==> src/rtl/mac_tx_arbiter.sv <==
// Two-requester transmit arbiter in front of an Ethernet MAC encoder: grants one frame at a time,
// streams its payload, then enforces a hold-off gap. Define TX_ARB_FIXED_PRIO_EN for fixed priority (requester 0 wins ties).
module mac_tx_arbiter #(
    parameter logic [7:0] HOLDOFF_CYCLES = 8'd110
) (
    input  logic        clk,
    input  logic        rst,
    input  logic        req0,
    input  logic        req1,
    input  logic [47:0] dest0,
    input  logic [47:0] dest1,
    input  logic [15:0] type0,
    input  logic [15:0] type1,
    input  logic [7:0]  data0,
    input  logic [7:0]  data1,
    input  logic        last0,
    input  logic        last1,
    output logic        grant0,
    output logic        grant1,
    output logic        ready0,
    output logic        ready1,
    input  logic        send_next,
    output logic        en,
    output logic [7:0]  mac_payload,
    output logic [47:0] mac_dest,
    output logic [15:0] ethertype
);

    typedef enum logic [1:0] {IDLE, HEADER, STREAM, HOLDOFF} state_t;

    state_t      state_q, state_d;
    logic        en_q, en_d;
    logic [1:0]  grant_q, grant_d;
    logic [7:0]  payload_q, payload_d;
    logic [47:0] dest_q, dest_d;
    logic [15:0] type_q, type_d;
    logic [7:0]  cnt_q, cnt_d;
    // Set once the last byte is latched; keeps en/grant up for exactly one more cycle.
    logic        done_q, done_d;
    logic        win;
    logic [1:0]  ready;
    logic [7:0]  data_sel;
    logic        last_sel;

`ifdef TX_ARB_FIXED_PRIO_EN
    always_comb begin
        win = ~req0;
    end
`else
    // rr_q = 1 means requester 1 has priority on the next tie.
    logic rr_q, rr_d;

    always_comb begin
        if (req0 && req1) begin
            win = rr_q;
        end else begin
            win = ~req0;
        end
    end
`endif

    assign ready    = (state_q == STREAM && !done_q && send_next) ? grant_q : 2'b00;
    assign data_sel = grant_q[1] ? data1 : data0;
    assign last_sel = grant_q[1] ? last1 : last0;

    always_comb begin
        state_d   = state_q;
        en_d      = en_q;
        grant_d   = grant_q;
        payload_d = payload_q;
        dest_d    = dest_q;
        type_d    = type_q;
        cnt_d     = cnt_q;
        done_d    = done_q;
`ifndef TX_ARB_FIXED_PRIO_EN
        rr_d      = rr_q;
`endif
        case (state_q)
            IDLE: begin
                if (req0 || req1) begin
                    grant_d = win ? 2'b10 : 2'b01;
                    dest_d  = win ? dest1 : dest0;
                    type_d  = win ? type1 : type0;
                    en_d    = 1'b1;
                    done_d  = 1'b0;
                    cnt_d   = 8'd0;
                    state_d = HEADER;
`ifndef TX_ARB_FIXED_PRIO_EN
                    rr_d    = ~win;
`endif
                end
            end
            HEADER: begin
                if (send_next) begin
                    state_d = STREAM;
                end
            end
            STREAM: begin
                if (done_q) begin
                    en_d    = 1'b0;
                    grant_d = 2'b00;
                    done_d  = 1'b0;
                    cnt_d   = 8'd0;
                    state_d = HOLDOFF;
                end else if (|ready) begin
                    payload_d = data_sel;
                    done_d    = last_sel;
                end
            end
            HOLDOFF: begin
                if ({1'b0, cnt_q} + 9'd1 >= {1'b0, HOLDOFF_CYCLES}) begin
                    cnt_d   = 8'd0;
                    state_d = IDLE;
                end else begin
                    cnt_d = cnt_q + 8'd1;
                end
            end
            default: state_d = IDLE;
        endcase
    end

    always_ff @(posedge clk) begin
        if (rst) begin
            state_q   <= IDLE;
            en_q      <= 1'b0;
            grant_q   <= 2'b00;
            payload_q <= 8'd0;
            dest_q    <= 48'd0;
            type_q    <= 16'd0;
            cnt_q     <= 8'd0;
            done_q    <= 1'b0;
`ifndef TX_ARB_FIXED_PRIO_EN
            rr_q      <= 1'b0;
`endif
        end else begin
            state_q   <= state_d;
            en_q      <= en_d;
            grant_q   <= grant_d;
            payload_q <= payload_d;
            dest_q    <= dest_d;
            type_q    <= type_d;
            cnt_q     <= cnt_d;
            done_q    <= done_d;
`ifndef TX_ARB_FIXED_PRIO_EN
            rr_q      <= rr_d;
`endif
        end
    end

    assign grant0      = grant_q[0];
    assign grant1      = grant_q[1];
    assign ready0      = ready[0];
    assign ready1      = ready[1];
    assign en          = en_q;
    assign mac_payload = payload_q;
    assign mac_dest    = dest_q;
    assign ethertype   = type_q;

endmodule

==> config.mk <==
export PLATFORM = sky130hd
export DESIGN_NAME = mac_tx_arbiter
export DESIGN_NICKNAME = d
export VERILOG_FILES = /design/src/rtl/mac_tx_arbiter.sv
export SDC_FILE = /design/constraint.sdc
export NUM_CORES = 1
export LEC_CHECK = 0
export CAP_MARGIN = 10
export CORE_MARGIN = 2
export CORE_UTILIZATION = 35
export CTS_BUF_LIST = sky130_fd_sc_hd__clkbuf_2
export CTS_CLUSTER_DIAMETER = 80
export CTS_CLUSTER_SIZE = 25
export DETAILED_ROUTE_END_ITERATION = 6
export GPL_TIMING_DRIVEN = 0
export PLACE_DENSITY = 0.8
export SLEW_MARGIN = 0
export SYNTH_ARGS = -nofsm -noshare
export SYNTH_HDL_FRONTEND = slang
export SYNTH_SLANG_ARGS = --single-unit
==> constraint.sdc <==
create_clock -name clk -period 2.4 [get_ports clk]
set_input_delay 0.48 -clock clk [delete_from_list [all_inputs] [get_ports clk]]
set_output_delay 0.48 -clock clk [all_outputs]
set_load 0.02 [all_outputs]
# After elaboration in Yosys (flattened, before gate mapping)
# Cells that the tools add are included.
# op_classes
eq_ne	7
magnitude_cmp	1
reduce_logical	15
n_mux	26
add_sub_neg	2
bitwise	3
# ops
cell	n
$mux W48	1
$mux W8	4
$pmux W8 S3	1
$mux W16	1
$mux W2	8
$add A8 B1 Y9 const B	1
$ge A9 B7 Y1 const B	1
$reduce_and A3 Y1	3
$add A8 B1 Y8 const B	1
$ne A2 B2 Y1 const B	4
$pmux W2 S4	1
$mux W1	7
$eq A2 B2 Y1 const B	2
$pmux W1 S2	2
$pmux W2 S2	1
$reduce_and A2 Y1	2
$reduce_and A4 Y1	1
$logic_and A1 B1 Y1	3
$not A1 Y1	3
$reduce_bool A3 Y1	1
$eq A2 B1 Y1 const B	1
$logic_not A2 Y1	1
$reduce_bool A2 Y1	1
$reduce_or A2 Y1	1
2 further kinds	2
# word_totals
register_bits	87
word_cells	63
output_inout_bits	77
inputBits	151

# Longest topological paths before layout
# logic_depth
depth_word	8
mapped_depth	9
depth_no_buf	8

# Worst setup path before layout
# No wires, ideal clock.
# synth_path
path_type	register to register
startpoint	reg state_q[0]
endpoint	reg payload_q[6] (netlist: mac_payload[6])
setup_ps	134
path_stages_with_launch	10
t_arrival_ps	1832
path_slack_ps	434
t_required_ps	2266
synth_period_minus_slack_ps	1966
cell_sequence	dfxtp_1 -> inv_1 -> ha_1 -> nor2b_1 -> and3_1 -> or2_2 -> buf_2 -> buf_2 -> nor2_1 -> a211oi_1
# synth_between
elab_chain_cells	6
# synth_rtl
element	line	text
from (decl)	31	state_t state_q, state_d;
from (signal assigned)	136	state_q <= state_d;
$eq A2 B2 Y1	62	assign ready = (state_q == STREAM && !done_q && send_next) ? grant_q : 2'b00;
$logic_and A1 B1 Y1 (2 in a row)	62	
$mux W2	62	
via ready0	20	output logic ready0,
$reduce_or A2 Y1	105	end else if (|ready) begin
$reduce_and A3 Y1 (no line)	n/a	
to (signal assigned)	139	payload_q <= payload_d;
to (decl)	34	logic [7:0] payload_q, payload_d;
# The timed path passes the listed nets, and every way through them passes these cells.
# A chain may end at the register's enable or synchronous reset.

# Final worst setup path
# layout_path
startpoint	reg cnt_q[1]
endpoint	reg state_q[0]
# layout_between
elab_chain_cells	4
# layout_rtl
element	line	text
from (decl)	37	logic [7:0] cnt_q, cnt_d;
from (signal assigned)	142	cnt_q <= cnt_d;
$add A8 B1 Y9	111	if ({1'b0, cnt_q} + 9'd1 >= {1'b0, HOLDOFF_CYCLES}) begin
$ge A9 B7 Y1	111	
$ne A2 B2 Y1 (no line)	n/a	
$reduce_and A4 Y1 (no line)	n/a	
# Every way passes these cells.

==> impl_metrics.py <==
metrics = {
    "power": {
        "p_total_mw": 6.11,
        "powerDensity_nw_per_um2": 908,
        "vdd_drop_max_v": 0.000474,
        "power_leakage_nw": 2.60,
    },
    "floorplanning": {
        "ios": 228,
        "die_area_um2": 12600,
        "initial_utilization_pct": 36.0,
        "std_cell_rows": 39,
        "die_x_um": 112,
        "die_y_um": 112,
        "core_area_um2": 11400,
    },
    "timing": {
        "timing.hold.ws_ns": 0.363,
        "fin_crit_sh_pct": 92.2,
        "fin_skew_ns": 0.0204,
        "slew_viol_final": 0,
        "finalHoldViolations": 0,
        "fin_setup_tns_ns": 0,
        "finalSetupViolCount": 0,
        "layout_setup_ws_ns": 0.187,
        "min_period_ns": 2.21,
        "relSlewSlack_pct": 52.9,
        "rsz0062_at_grt": "no",
        "worstMarginPinSlew_ns": 0.706,
        "max_clock_freq_ghz": 0.452,
    },
    "layout": {
        "fillers": 1036,
        "drive_gt1_share_pct": 6.72,
        "fin_nets": 839,
        "final_cells": 828,
        "fin_util_pct": 59.0,
        "final_area_um2": 6730,
        "syn2layout_area_growth_pct": 63.9,
        "diodes": 0,
    },
    "synth": {
        "synth_fp_nets": 601,
        "synth_edf_count": 0,
        "ys.flop_type": "dfxtp_1",
        "yosysMostFrequentCell": "dfxtp_1",
        "yosys.cell_types.count": 40,
        "synthTopCellsByArea": "dfxtp_1 42%, mux2i_1 18%, a211oi_1 13%",
        "synth_cells": 443,
        "async_flop_share_pct": 0,
        "syn_area_per_cell_um2": 9.27,
        "synth_common_cells": "87 x dfxtp_1, 82 x nor2_1, 73 x mux2i_1, 72 x a211oi_1, 22 x clkbuf_1",
        "yosys.area.top_type_share_pct": 42.4,
        "post-synth-top-area-cell": "dfxtp_1",
        "synth_seq_cells": 87,
        "ys_warn_count": 0,
        "yosysSeqAreaShare_pct": 42.4,
        "syn_area_um2": 4110,
    },
    "placed_design": {
        "place.port_buffers": 226,
        "dp_hpwl_um": 10600,
        "placed_area_um2": 6550,
        "place_congestion": 0.845,
        "placedCellCount": 812,
        "pre_cts_slack_ns": -0.311,
    },
    "cts": {
        "cts_sinks": 87,
        "cts_tree": "done",
        "clock_latency_ns": 0.53,
        "cts_buffers": 9,
        "path_clk_slew_ns": 0.23,
        "htree_levels": 3,
        "cts_max_path_buffers": 2,
        "cts_root_buf": "clkbuf_2",
    },
    "setup_path": {
        "r2r_start": "cnt_q[1]$_SDFFE_PP0P_",
        "cp-end-kind": "flop",
        "worstPathRequired_ns": 2.86,
        "startpoint_type": "flop",
        "startpoint": "cnt_q[1]$_SDFFE_PP0P_",
        "r2r_slack_ns": 0.19,
        "cp.arrival_ns": 2.67,
        "critPathKind": "flop to flop",
        "crit_fanout": 10,
    },
    "worst_hold_path": {
        "hp-class": "input pin to flop",
        "worstHoldStart": "rst",
    },
    "outcome": {
        "status": "finished, final reports clean",
    },
    "route": {
        "wl_um": 13300,
        "vias": 4239,
        "firstDrtPassIters": 4,
        "wl_per_cell_um": 16.1,
        "drc": 0,
        "viasPerCell": 5.12,
        "ant_nets": 0,
        "drt_iter0_drc": 236,
    },
    "global_route": {
        "gr-usage-all-layers_pct": 20.9,
        "grt_pass1_wl_um": 21100,
        "antenna_found_initial": 0,
        "grt_max_degree": 14,
        "grt_overflow": 0,
        "grt_pass1_vias": 4308,
    },
    "run": {
        "drv_cap": 0,
    },
}
==> final cells by class <==
class	instances	area [um2]	share of cell area, %
timing repair buffer	227	2260	33.6
inverter	6	22.5	0.335
sequential	87	1740	25.9
clock inverter	4	95.1	1.41
multi-input combinational	314	2220	33.0
clock buffer	11	55.1	0.818
tap	143	179	2.66
buffer	36	151	2.25
==> per-layer routing <==
| metal | GRT usage (%) | wire (um) |
|---|---|---|
| met5 | 0 | 0 |
| met4 | 7.89 | 210 |
| met3 | 5.94 | 1070 |
| met2 | 36.5 | 6830 |
| met1 | 24.1 | 5190 |
==> state kept, by name (all words and copies together) (netlist names) <==
name         flops
mac_dest        48
ethertype       16
cnt_q            8
mac_payload      8
grant_q          2
state_q          2
done_q           1
en               1
rr_q             1
==> power breakdown <==
group	internal, mW	switching (mW)	leakage [nW]	total, mW
clock	0.451	0.482	0.0920	0.933
sequential	1.88	0.250	0.720	2.13
combinational	1.41	1.64	1.79	3.05
==> kinds of logic after synthesis <==
group | count (synthesis) | share of synthesized area (%)
multiplexers | 74 | 18.3
AND/OR/NAND/NOR | 126 | 13.9
buffers and inverters | 42 | 4.17
flip-flops | 87 | 42.4
adder cells (fa/ha/maj) | 7 | 2.13
AO/OA/AOI/OAI | 107 | 19.0
==> worst max-delay path, stage by stage (launching register included) <==
cell and delay (ns):
dfxtp_1 0.48, ha_2 0.32, nand2_1 0.11, o31ai_1 0.22, a32o_2 0.21, a31oi_4 0.16
or4_1 0.56, o31ai_1 0.09
==> worst paths after layout <==
path | to | cells after the start
setup / recovery | state_q[0]$_SDFFE_PP0P_ | 7
hold / removal | state_q[1]$_SDFFE_PP0P_ | 3
setup reg to reg | state_q[0]$_SDFFE_PP0P_ | 7
hold reg to reg | cnt_q[7]$_SDFFE_PP0P_ | 1
==> layout by cell type (no fill, tap or decap), types with 2 or more instances in the layout <==
cell	count
nand3_1	4
mux2i_1	73
buf_2	12
inv_1	6
nor2b_1	2
and3_1	2
a22oi_1	2
nor3_1	6
clkbuf_1	20
clkdlybuf4s50_1	224
clkbuf_2	13
bufinv_16	3
a21oi_1	13
o21ai_0	8
dfxtp_1	85
a211oi_1	72
or4_1	2
dfxtp_2	2
ha_1	5
nand2_1	14
o31ai_1	4
buf_1	3
buf_4	2
nor2_1	82
==> repair_timing <==
item | CTS | global route
gates resized for setup | 12 | 9
hold buffers | 0 | 0
setup endpoints to repair | 2 | 24
gates cloned | 0 | 0
endpoints found under the hold margin | 0 | 0
setup buffers | 0 | 1
pin swaps | 0 | 0
Power figures use the tool's default switching activity.
